## src/rtl/vc_plane_sched_if.sv

```systemverilog
// +----------------------------------------------------------------------------+
// | vc_plane_sched_if : plane request/type inputs and selector outputs of the   |
// | VC plane scheduler. Optional macro: VC_SCHED_PKT_COUNT_EN (pkt_count).      |
// | Revision: 1.0                                                               |
// +----------------------------------------------------------------------------+
`default_nettype none

interface vc_plane_sched_if #(
    parameter int VC         = 4,
    parameter int TYPE_WIDTH = 2
);
    logic [VC:0]                  plane_req;
    logic [(VC+1)*TYPE_WIDTH-1:0] flit_type;
    logic                         handshake;
    logic [VC:0]                  VCPlaneSelector;
    logic                         grant_active;
    logic                         pkt_error;
`ifdef VC_SCHED_PKT_COUNT_EN
    logic [15:0]                  pkt_count;

    modport master (
        output plane_req, flit_type, handshake,
        input  VCPlaneSelector, grant_active, pkt_error, pkt_count
    );
    modport slave (
        input  plane_req, flit_type, handshake,
        output VCPlaneSelector, grant_active, pkt_error, pkt_count
    );
`else
    modport master (
        output plane_req, flit_type, handshake,
        input  VCPlaneSelector, grant_active, pkt_error
    );
    modport slave (
        input  plane_req, flit_type, handshake,
        output VCPlaneSelector, grant_active, pkt_error
    );
`endif
endinterface

`default_nettype wire

```

## src/rtl/vc_plane_scheduler.sv

```systemverilog
// +----------------------------------------------------------------------------+
// | vc_plane_scheduler : round-robin wormhole scheduler sharing one link among  |
// | VC+1 planes. Optional macro: VC_SCHED_PKT_COUNT_EN adds pkt_count.          |
// | Revision: 1.0                                                               |
// +----------------------------------------------------------------------------+
`default_nettype none

module vc_plane_scheduler #(
    parameter int VC              = 4,
    parameter int TYPE_WIDTH      = 2,
    parameter int FLIT_PER_PACKET = 6
) (
    input  logic             clk,
    input  logic             rst,
    vc_plane_sched_if.slave  bus
);
    localparam int c_PTR_W = (VC > 0) ? $clog2(VC + 1) : 1;
    localparam int c_CNT_W = $clog2(FLIT_PER_PACKET + 1);
    localparam logic [c_PTR_W-1:0]    c_LAST_PTR  = c_PTR_W'(VC);
    localparam logic [c_CNT_W-1:0]    c_BEAT_LAST = c_CNT_W'(FLIT_PER_PACKET - 1);
    localparam logic [TYPE_WIDTH-1:0] c_HEAD      = TYPE_WIDTH'(2'b01);
    localparam logic [TYPE_WIDTH-1:0] c_TAIL      = TYPE_WIDTH'(2'b11);

    typedef enum logic [0:0] {
        S_IDLE   = 1'b0,
        S_LOCKED = 1'b1
    } state_t;

    state_t               r_state;
    logic [VC:0]          r_sel;
    logic                 r_active;
    logic                 r_err;
    logic [c_PTR_W-1:0]   r_rr_ptr;
    logic [c_PTR_W-1:0]   r_grant_idx;
    logic [c_CNT_W-1:0]   r_beat_cnt;

    logic [TYPE_WIDTH-1:0] w_type [VC:0];
    logic [VC:0]           w_elig;
    logic [VC:0]           w_cand;
    logic [VC:0]           w_win_onehot;
    logic [TYPE_WIDTH-1:0] w_cur_type;
    logic                  w_beat;
    logic                  w_tail_rel;
    logic                  w_force_rel;
    logic                  w_release;
    logic [c_PTR_W-1:0]    w_next_ptr;
    logic [c_PTR_W-1:0]    w_start;
    logic [c_PTR_W:0]      w_scan;
    logic                  w_found;
    logic [c_PTR_W-1:0]    w_win;

    generate
        for (genvar i = 0; i <= VC; i++) begin : g_plane
            assign w_type[i] = bus.flit_type[i*TYPE_WIDTH +: TYPE_WIDTH];
            assign w_elig[i] = bus.plane_req[i] && (w_type[i] == c_HEAD);
        end
    endgenerate

    assign w_cur_type  = w_type[r_grant_idx];
    assign w_beat      = (r_state == S_LOCKED) && bus.handshake;
    assign w_tail_rel  = w_beat && (w_cur_type == c_TAIL);
    assign w_force_rel = w_beat && (w_cur_type != c_TAIL) && (r_beat_cnt == c_BEAT_LAST);
    assign w_release   = w_tail_rel || w_force_rel;
    assign w_next_ptr  = (r_grant_idx == c_LAST_PTR) ? '0 : r_grant_idx + c_PTR_W'(1);

    // A releasing plane is masked and the search restarts just past it,
    // so the next grant can be issued in the same cycle as the release.
    assign w_start = w_release ? w_next_ptr : r_rr_ptr;
    assign w_cand  = w_elig & ~({(VC+1){w_release}} & r_sel);

    always_comb begin
        w_found = 1'b0;
        w_win   = '0;
        w_scan  = '0;
        for (int k = 0; k <= VC; k++) begin
            w_scan = {1'b0, w_start} + (c_PTR_W+1)'(k);
            if (w_scan > {1'b0, c_LAST_PTR}) begin
                w_scan = w_scan - (c_PTR_W+1)'(VC + 1);
            end
            if (!w_found && w_cand[w_scan[c_PTR_W-1:0]]) begin
                w_found = 1'b1;
                w_win   = w_scan[c_PTR_W-1:0];
            end
        end
    end

    assign w_win_onehot = (VC+1)'(1) << w_win;

`ifdef VC_SCHED_PKT_COUNT_EN
    logic [15:0] r_pkt_count;
    assign bus.pkt_count = r_pkt_count;
`endif

    always_ff @(posedge clk) begin
        if (rst) begin
            r_state     <= S_IDLE;
            r_sel       <= '0;
            r_active    <= 1'b0;
            r_err       <= 1'b0;
            r_rr_ptr    <= '0;
            r_grant_idx <= '0;
            r_beat_cnt  <= '0;
`ifdef VC_SCHED_PKT_COUNT_EN
            r_pkt_count <= '0;
`endif
        end else begin
            r_err <= 1'b0;
            case (r_state)
                S_IDLE: begin
                    if (w_found) begin
                        r_sel       <= w_win_onehot;
                        r_grant_idx <= w_win;
                        r_active    <= 1'b1;
                        r_beat_cnt  <= '0;
                        r_state     <= S_LOCKED;
                    end
                end
                S_LOCKED: begin
                    if (w_release) begin
                        r_rr_ptr   <= w_next_ptr;
                        r_err      <= w_force_rel;
                        r_beat_cnt <= '0;
`ifdef VC_SCHED_PKT_COUNT_EN
                        if (r_pkt_count != 16'hFFFF) begin
                            r_pkt_count <= r_pkt_count + 16'd1;
                        end
`endif
                        if (w_found) begin
                            r_sel       <= w_win_onehot;
                            r_grant_idx <= w_win;
                        end else begin
                            r_sel    <= '0;
                            r_active <= 1'b0;
                            r_state  <= S_IDLE;
                        end
                    end else if (w_beat) begin
                        r_beat_cnt <= r_beat_cnt + c_CNT_W'(1);
                    end
                end
                default: r_state <= S_IDLE;
            endcase
        end
    end

    assign bus.VCPlaneSelector = r_sel;
    assign bus.grant_active    = r_active;
    assign bus.pkt_error       = r_err;

endmodule

`default_nettype wire
```

## src/flat_wrapper.sv

```systemverilog
// flat-port wrapper written by rule: the top's interface ports become plain ports
module vc_plane_scheduler_flat 
#(
    parameter int VC              = 4,
    parameter int TYPE_WIDTH      = 2,
    parameter int FLIT_PER_PACKET = 6
)
  (clk, rst, bus_plane_req, bus_flit_type, bus_handshake, bus_VCPlaneSelector, bus_grant_active, bus_pkt_error);
  vc_plane_sched_if #(.VC(VC), .TYPE_WIDTH(TYPE_WIDTH)) bus_i ();
  input  logic clk;
  input  logic rst;
  input wire logic [$bits(bus_i.plane_req)-1:0] bus_plane_req;
  input wire logic [$bits(bus_i.flit_type)-1:0] bus_flit_type;
  input wire logic [$bits(bus_i.handshake)-1:0] bus_handshake;
  output wire logic [$bits(bus_i.VCPlaneSelector)-1:0] bus_VCPlaneSelector;
  output wire logic [$bits(bus_i.grant_active)-1:0] bus_grant_active;
  output wire logic [$bits(bus_i.pkt_error)-1:0] bus_pkt_error;
  assign bus_i.plane_req = bus_plane_req;
  assign bus_i.flit_type = bus_flit_type;
  assign bus_i.handshake = bus_handshake;
  assign bus_VCPlaneSelector = bus_i.VCPlaneSelector;
  assign bus_grant_active = bus_i.grant_active;
  assign bus_pkt_error = bus_i.pkt_error;
  vc_plane_scheduler #(.VC(VC), .TYPE_WIDTH(TYPE_WIDTH), .FLIT_PER_PACKET(FLIT_PER_PACKET)) u_core (.clk(clk), .rst(rst), .bus(bus_i));
endmodule
```

## config.mk

```make
export PLATFORM = sky130hd
export DESIGN_NAME = vc_plane_scheduler_flat
export DESIGN_NICKNAME = d
export VERILOG_FILES = /design/src/rtl/vc_plane_sched_if.sv /design/src/rtl/vc_plane_scheduler.sv /design/src/flat_wrapper.sv
export SDC_FILE = /design/constraint.sdc
export NUM_CORES = 1
export LEC_CHECK = 0
export BUFFER_PORTS_ARGS = -buffer_cell sky130_fd_sc_hd__buf_2
export CAP_MARGIN = 30
export CORE_ASPECT_RATIO = 0.8
export CORE_MARGIN = 8
export CORE_UTILIZATION = 33
export DETAILED_ROUTE_END_ITERATION = 16
export PLACE_DENSITY = 0.58
export RECOVER_POWER = 25
export SYNTH_ARGS = -nofsm -noshare
export SYNTH_HDL_FRONTEND = slang
export SYNTH_SLANG_ARGS = --single-unit
```

## constraint.sdc

```tcl
create_clock -name clk -period 10.1 [get_ports clk]
set_input_delay 0.505 -clock clk [delete_from_list [all_inputs] [get_ports clk]]
set_output_delay 0.505 -clock clk [all_outputs]
set_load 0.02 [all_outputs]
```

* Word level (Yosys, flattened, before mapping)
Cells that the tools add are included.
** Word-level totals
- Memories kept :: 0
- Input port bits :: 18
- Output and inout port bits :: 7
- Latch bits :: 0
- Flip-flop bits (word level) :: 17
- Logic and storage cells :: 117
- Memory bits (writable) :: 0
- Memory bits (read-only) :: 0
** Cells by class
- Shifts and indexed selects :: 1
- Divide/modulo/power cells :: 0
- Order comparisons :: 11
- Multiply operators :: 0
- Multiplexer cells :: 47
- Add/sub/neg operators :: 11
- Bitwise logic cells :: 5
- Equality and inequality tests :: 13
- Reduce and logical (&&, ||, !) cells :: 22
** Operators by type and width (count)
- 2-to-1 mux 3 bit :: 17
- less-than comparator 3 x 4 -> 1 bit (second input constant) :: 6
- > comparator 4 x 3 -> 1 bit (second input constant) :: 4
- binary-select mux 1 bit (select 3 bit) :: 5
- 2-to-1 mux 1 bit :: 15
- 2-to-1 mux 5 bit :: 3
- subtractor 3 bit (second input constant) :: 5
- logical AND 1 bit :: 13
- one-hot mux 3 bit (2 select lines) :: 2
- bitwise AND 5 bit :: 2
- equality test 2 x 1 -> 1 bit (second input constant) :: 5
- one-hot mux 5 bit (2 select lines) :: 1
- adder 3 x 2 -> 4 bit (second input constant) :: 2
- adder 3 x 1 -> 3 bit (second input constant) :: 2
- binary-select mux 2 bit (select 3 bit) :: 1
- equality test 3 bit (second input constant) :: 2
- != test 2 bit (second input constant) :: 3
- inverter 5 bit :: 1
- left shift 1 x 3 -> 5 bit (first input constant) :: 1
- adder 3 x 1 -> 4 bit (second input constant) :: 1
- adder 3 x 3 -> 4 bit (second input constant) :: 1
- logical NOT 1 bit :: 4
- one-hot mux 1 bit (2 select lines) :: 2
- AND reduction 2 bit :: 2
- 9 further kinds :: 10

* Depth between registers and ports, before layout
- Depth after elaboration :: 28
- Mapped depth :: 20
- Gate-level depth less buffers :: 18

* Least setup slack after synthesis
No wires, ideal clock.
- Path kind :: flip-flop to flip-flop
- Start point :: reg u_core.r_beat_cnt[0]
- End point :: reg u_core.r_grant_idx[0]
- Slack :: 5.343 ns
- Path buffers :: 1
- Cell stages (with the launch flop) :: 17
- Clock period less this slack :: 4.757 ns
- Arrival time :: 4.635 ns
- Data required time :: 9.978 ns
- Setup time :: 0.122 ns
- Cell sequence :: dfxtp_1 -> ha_1 -> and2_1 -> and4b_1 -> a211oi_4 -> mux2i_1 -> inv_1 -> ha_1 -> clkbuf_1 -> nor2b_1 -> o22ai_1 -> mux2_1 -> mux2_1 -> o21a_1 -> or4b_1 -> a21o_1 -> o311a_1
** On the way
- Word-level cells in the longest chain between the ends :: 24
- Elaborated cells on any way between the ends :: 58
- Classes of those cells :: add/sub (9); order compare (5); eq/ne (2); mux (29); bitwise (3); reduce/logical (10)
** Ends and longest elaborated chain
- start: declaration :: line vc_plane_scheduler.sv:35 : logic [c_CNT_W-1:0] r_beat_cnt;
- start signal: assignment :: line vc_plane_scheduler.sv:137 : r_beat_cnt <= r_beat_cnt + c_CNT_W'(1);
- equality test 3 bit * :: line vc_plane_scheduler.sv:62 : assign w_force_rel = w_beat && (w_cur_type != c_TAIL) && (r_beat_cnt == c_BEAT_LAST);
- logical AND 1 bit * :: line vc_plane_scheduler.sv:62
- logical OR 1 bit * :: line vc_plane_scheduler.sv:63 : assign w_release = w_tail_rel || w_force_rel;
- 2-to-1 mux 3 bit * :: line vc_plane_scheduler.sv:68 : assign w_start = w_release ? w_next_ptr : r_rr_ptr;
- named net u_core.w_start[1] :: line vc_plane_scheduler.sv:47 : logic [c_PTR_W-1:0] w_start;
- parallel branches: the longest is 17 deep, another holds adder 3 x 1 -> 4 bit
- 2-to-1 mux 3 bit * :: line vc_plane_scheduler.sv:110, vc_plane_scheduler.sv:128
- 2-to-1 mux 3 bit :: line vc_plane_scheduler.sv:119 : if (w_release) begin
- one-hot mux 3 bit (2 select lines) * :: line vc_plane_scheduler.sv:108 : case (r_state)
- end signal: assignment :: line vc_plane_scheduler.sv:112 : r_grant_idx <= w_win;
- end signal: assignment :: line vc_plane_scheduler.sv:130 : r_grant_idx <= w_win;
- end: declaration :: line vc_plane_scheduler.sv:34 : logic [c_PTR_W-1:0] r_grant_idx;
Mark *: on every way through the listed nets, which the timed path passes. The select of a mux whose other input is x is not followed.
A chain may end at the register's enable or synchronous reset.

* Worst setup path after layout
- Start point :: reg u_core.r_beat_cnt[0]
- End point :: reg u_core.r_sel[2] (netlist: u_core.bus.VCPlaneSelector[2])
** On the way
- Word-level cells in the longest chain between the ends :: 25
- Elaborated cells on any way between the ends :: 62
- Classes of those cells :: add/sub (9); order compare (5); eq/ne (3); shift (1); mux (30); bitwise (3); reduce/logical (11)
** Ends and longest elaborated chain
- equality test 3 bit * :: line vc_plane_scheduler.sv:62
- logical AND 1 bit * :: line vc_plane_scheduler.sv:62
- logical OR 1 bit * :: line vc_plane_scheduler.sv:63
- 2-to-1 mux 3 bit * :: line vc_plane_scheduler.sv:68
- named net u_core.w_start[1] :: line vc_plane_scheduler.sv:47
- parallel branches: the longest is 21 deep, another holds adder 3 x 1 -> 4 bit
- end signal: assignment :: line vc_plane_scheduler.sv:111 : r_sel <= w_win_onehot;
- end signal: assignment :: line vc_plane_scheduler.sv:129 : r_sel <= w_win_onehot;
- end: declaration :: line vc_plane_scheduler.sv:30 : logic [VC:0] r_sel;
Marked as above.

==> run metrics <==
outcome=finished clean; post-route setup TNS=0 ns; drc violations=0; unrepaired setup endpoints after global routing=false; startpoint class of the critical path=flip-flop; final setup violation count=0; met2 WL=2732 um; most frequent cells in the layout=nor2_1, buf_2, a21oi_1; CP Class=flip-flop to flip-flop; nets=322; synth warn=0; Sinks on Clock Net=17; final global-route overflow total=0; Critical Path RT=roughly 10 ns; Adder-Cell Fraction of Synth Area=7.554%; Final HPWL DP=4956 um; layout cells sized above 1=between 10 and 15%; endpoint type of the worst setup path=flip-flop; Top FF cell, synth=dfxtp_1; fraction of registers with async set/reset=0%; via/cell ratio=approximately 5.8; P&R area growth vs syn=10.52%; DRT iter0 DRCs=between 150 and 200; vias in the first global route=2031; endpoints failing hold=0; fin. max-slew vios=0; root buf cell=clkbuf_8; Total Power=0.5140 mW; largest net degree at the start of global routing=25; slowest stage delay, CP=0.77 ns; routed metal-1 wire length=between 3000 and 4000 um; first-pass GRT wire length=~10000 um; XOR/XNOR Fraction of Synth Area=4.707%; port bufs=24; Peak VDD IR=0.07186 mV; highest fanout seen on the critical path=18; CORE AREA=6344 um2; Post-DRT Antenna Nets=0; total wire length=6268 um; DIE WIDTH=106.3 um; main combinational cell family by area after synthesis=compound AO/OA/AOI/OAI gates; total number of vias=2158; #FFs+latches synth=17; top-area cell type share of the netlist area=15.80%; dpl ws=4.371 ns; DR pass1 iterations=4; Max Used Layer=met4; leading cell type in the layout, fill and taps excluded=nor2_1; Syn Area/Cell=7.888 um2; crit-path cells=ha_1 > and2_1 > and4b_1 > a211oi_4 > mux2i_1 > inv_1 > ha_1 > o21ai_0 > a211oi_1 > mux2_1 > o31ai_1 > o21a_1 > nand4_2 > o21a_1 > a211o_1 > o32ai_1; io pins=25; Site Rows=26; Total GRT Usage=between 10% and 20%; leakage=0.9171 nW; Post-Syn Nets=slightly above 300; Skew-Pair Late Insertion Delay=0.26 ns; area fraction in compound gates after synthesis=between 30% and 40%; DR WL/cell=approximately 17 um; leading area contributor after synthesis=dfxtp_1; maxcap violations=0; Inst Count DP=370; sequential share of the synthesized area=15.80%; CTS max path bufs=2; WL met3=444 um; fin cells=374; Post-synth EDFFs=0; GPL Wtd Cong=between 0.8 and 0.9; synthesized area=between 2000 and 2500 um2; Post-Synth Simple-Gate Area=21.15%; Final Util=37.51%; slew margin rel.=about 44%; WP data arrival=6.03 ns; Inserted Clock Buffers=3; Fmax=170.2 MHz; Area contributors post-synth=dfxtp_1, ha_1, mux2i_1, a21oi_1, nor2_1; PostCTS Resize Cnt=0; mux share of post-synthesis cell area=about a tenth; Critical-path top delay cell=mux2i_1; CTS Hold Bufs=0; Clock Pin Slew Worst Setup and Hold Paths=0.07 ns; fin area=about 2400 um2; fin crit period=approximately 5.9 ns; Cell Pwr Density=216.0 nW/um2; clk_skew=slightly above 0.005 ns; Hold WS=approximately 0.5 ns; Unique masters post-synth=62; die area=9382 um2; CTS tree=done; H-tree lvl count=1; HP Class=flip-flop to flip-flop; Die H=between 80 and 90 um; initial antenna violation count=0; Post-DP Area=roughly 2300 um2; postcts setup bufs=0; Worst Tran Pin Value=0.8114 ns; setup slack after layout=4.225 ns; ratio of final minimum period to clock period=between 50% and 60%; cells after synthesis=273; # diodes=0; initial core utilization=33.94%
## power by group
part | internal, mW | switching (mW)
sequential | 0.0824 | 0.0210
combinational | 0.136 | 0.221
clock | 0.0274 | 0.0258
total | 0.246 | 0.268
## layer usage
| metal | vias up | track usage, % |
|---|---|---|
| li1 | 1081 | - |
| met1 | 1016 | 18.62 |
| met2 | 59 | 20.52 |
| met3 | 2 | 2.111 |
| met4 | 0 | 2.803 |
| met5 | - | 0 |
## synth_stat cells (3+ instances only)
cell type  count
a211o_1        7
a211oi_1       6
a21o_1         8
a21oi_1       18
and2_1         5
and3_1         3
buf_1          3
buf_2          4
clkbuf_1       5
dfxtp_1       17
ha_1          13
inv_1         12
mux2_1         5
mux2_2         6
mux2i_1       10
nand2_1       14
nand2b_1       4
nand3_1        8
nand3b_1       6
nor2_1        23
nor2b_1        6
nor3_1         3
nor4_1         3
o211ai_1       3
o21a_1         5
o21ai_0       10
o21ai_1        5
o221ai_1       4
o31ai_1        5
o32ai_1        6
or3_1          3
xnor2_1        6
xor2_1         3
## worst paths after layout
| check | depth (start not counted) | slack (ns) | endpoint | startpoint |
|---|---|---|---|---|
| worst min-delay path | 2 | 0.49 | u_core.bus.grant_active | u_core.bus.grant_active |
| worst min register to register | 2 | 0.49 | u_core.bus.grant_active | u_core.bus.grant_active |
| worst max register to register | 16 | 4.23 | u_core.bus.VCPlaneSelector[2] | u_core.r_beat_cnt[0] |
| worst max-delay path | 16 | 4.23 | u_core.bus.VCPlaneSelector[2] | u_core.r_beat_cnt[0] |
## critical path, delay by kind of cell (launching register included)
| family | cells | cell delay, ns |
|---|---|---|
| AO/OA/AOI/OAI | 8 | 2.61 |
| multiplexers | 2 | 1.09 |
| AND/OR/NAND/NOR | 3 | 0.76 |
| adder cells (fa/ha/maj) | 2 | 0.61 |
| flip-flops | 1 | 0.38 |
| buffers and inverters | 1 | 0.31 |
## layout make-up
type | count | area (um2)
Clock buffer | 3 | 41.29
Clock inverter | 1 | 5.005
Fill cell | 681 | 3964
Inverter | 14 | 52.55
Multi-Input combinational cell | 230 | 1714
Sequential cell | 17 | 340.3
Tap cell | 84 | 105.1
Timing Repair Buffer | 25 | 121.4
## cells by family (layout without fill, tap and decap cells)
logic type      Yosys count  after routing
flops                    17             17
buf+inv                  26             43
mux                      21             21
fa+ha+maj                13             13
xor+xnor                 10             10
simple gates             85             85
compound gates          101            101
## sequential cells by signal, indices dropped and copies added, names as in the netlist
| signal | count |
|---|---|
| u_core.bus.VCPlaneSelector | 5 |
| u_core.r_beat_cnt | 3 |
| u_core.r_grant_idx | 3 |
| u_core.r_rr_ptr | 3 |
| u_core.bus.grant_active | 1 |
| u_core.bus.pkt_error | 1 |
| u_core.r_state | 1 |
Note: power is estimated with default switching activity, not from simulation.
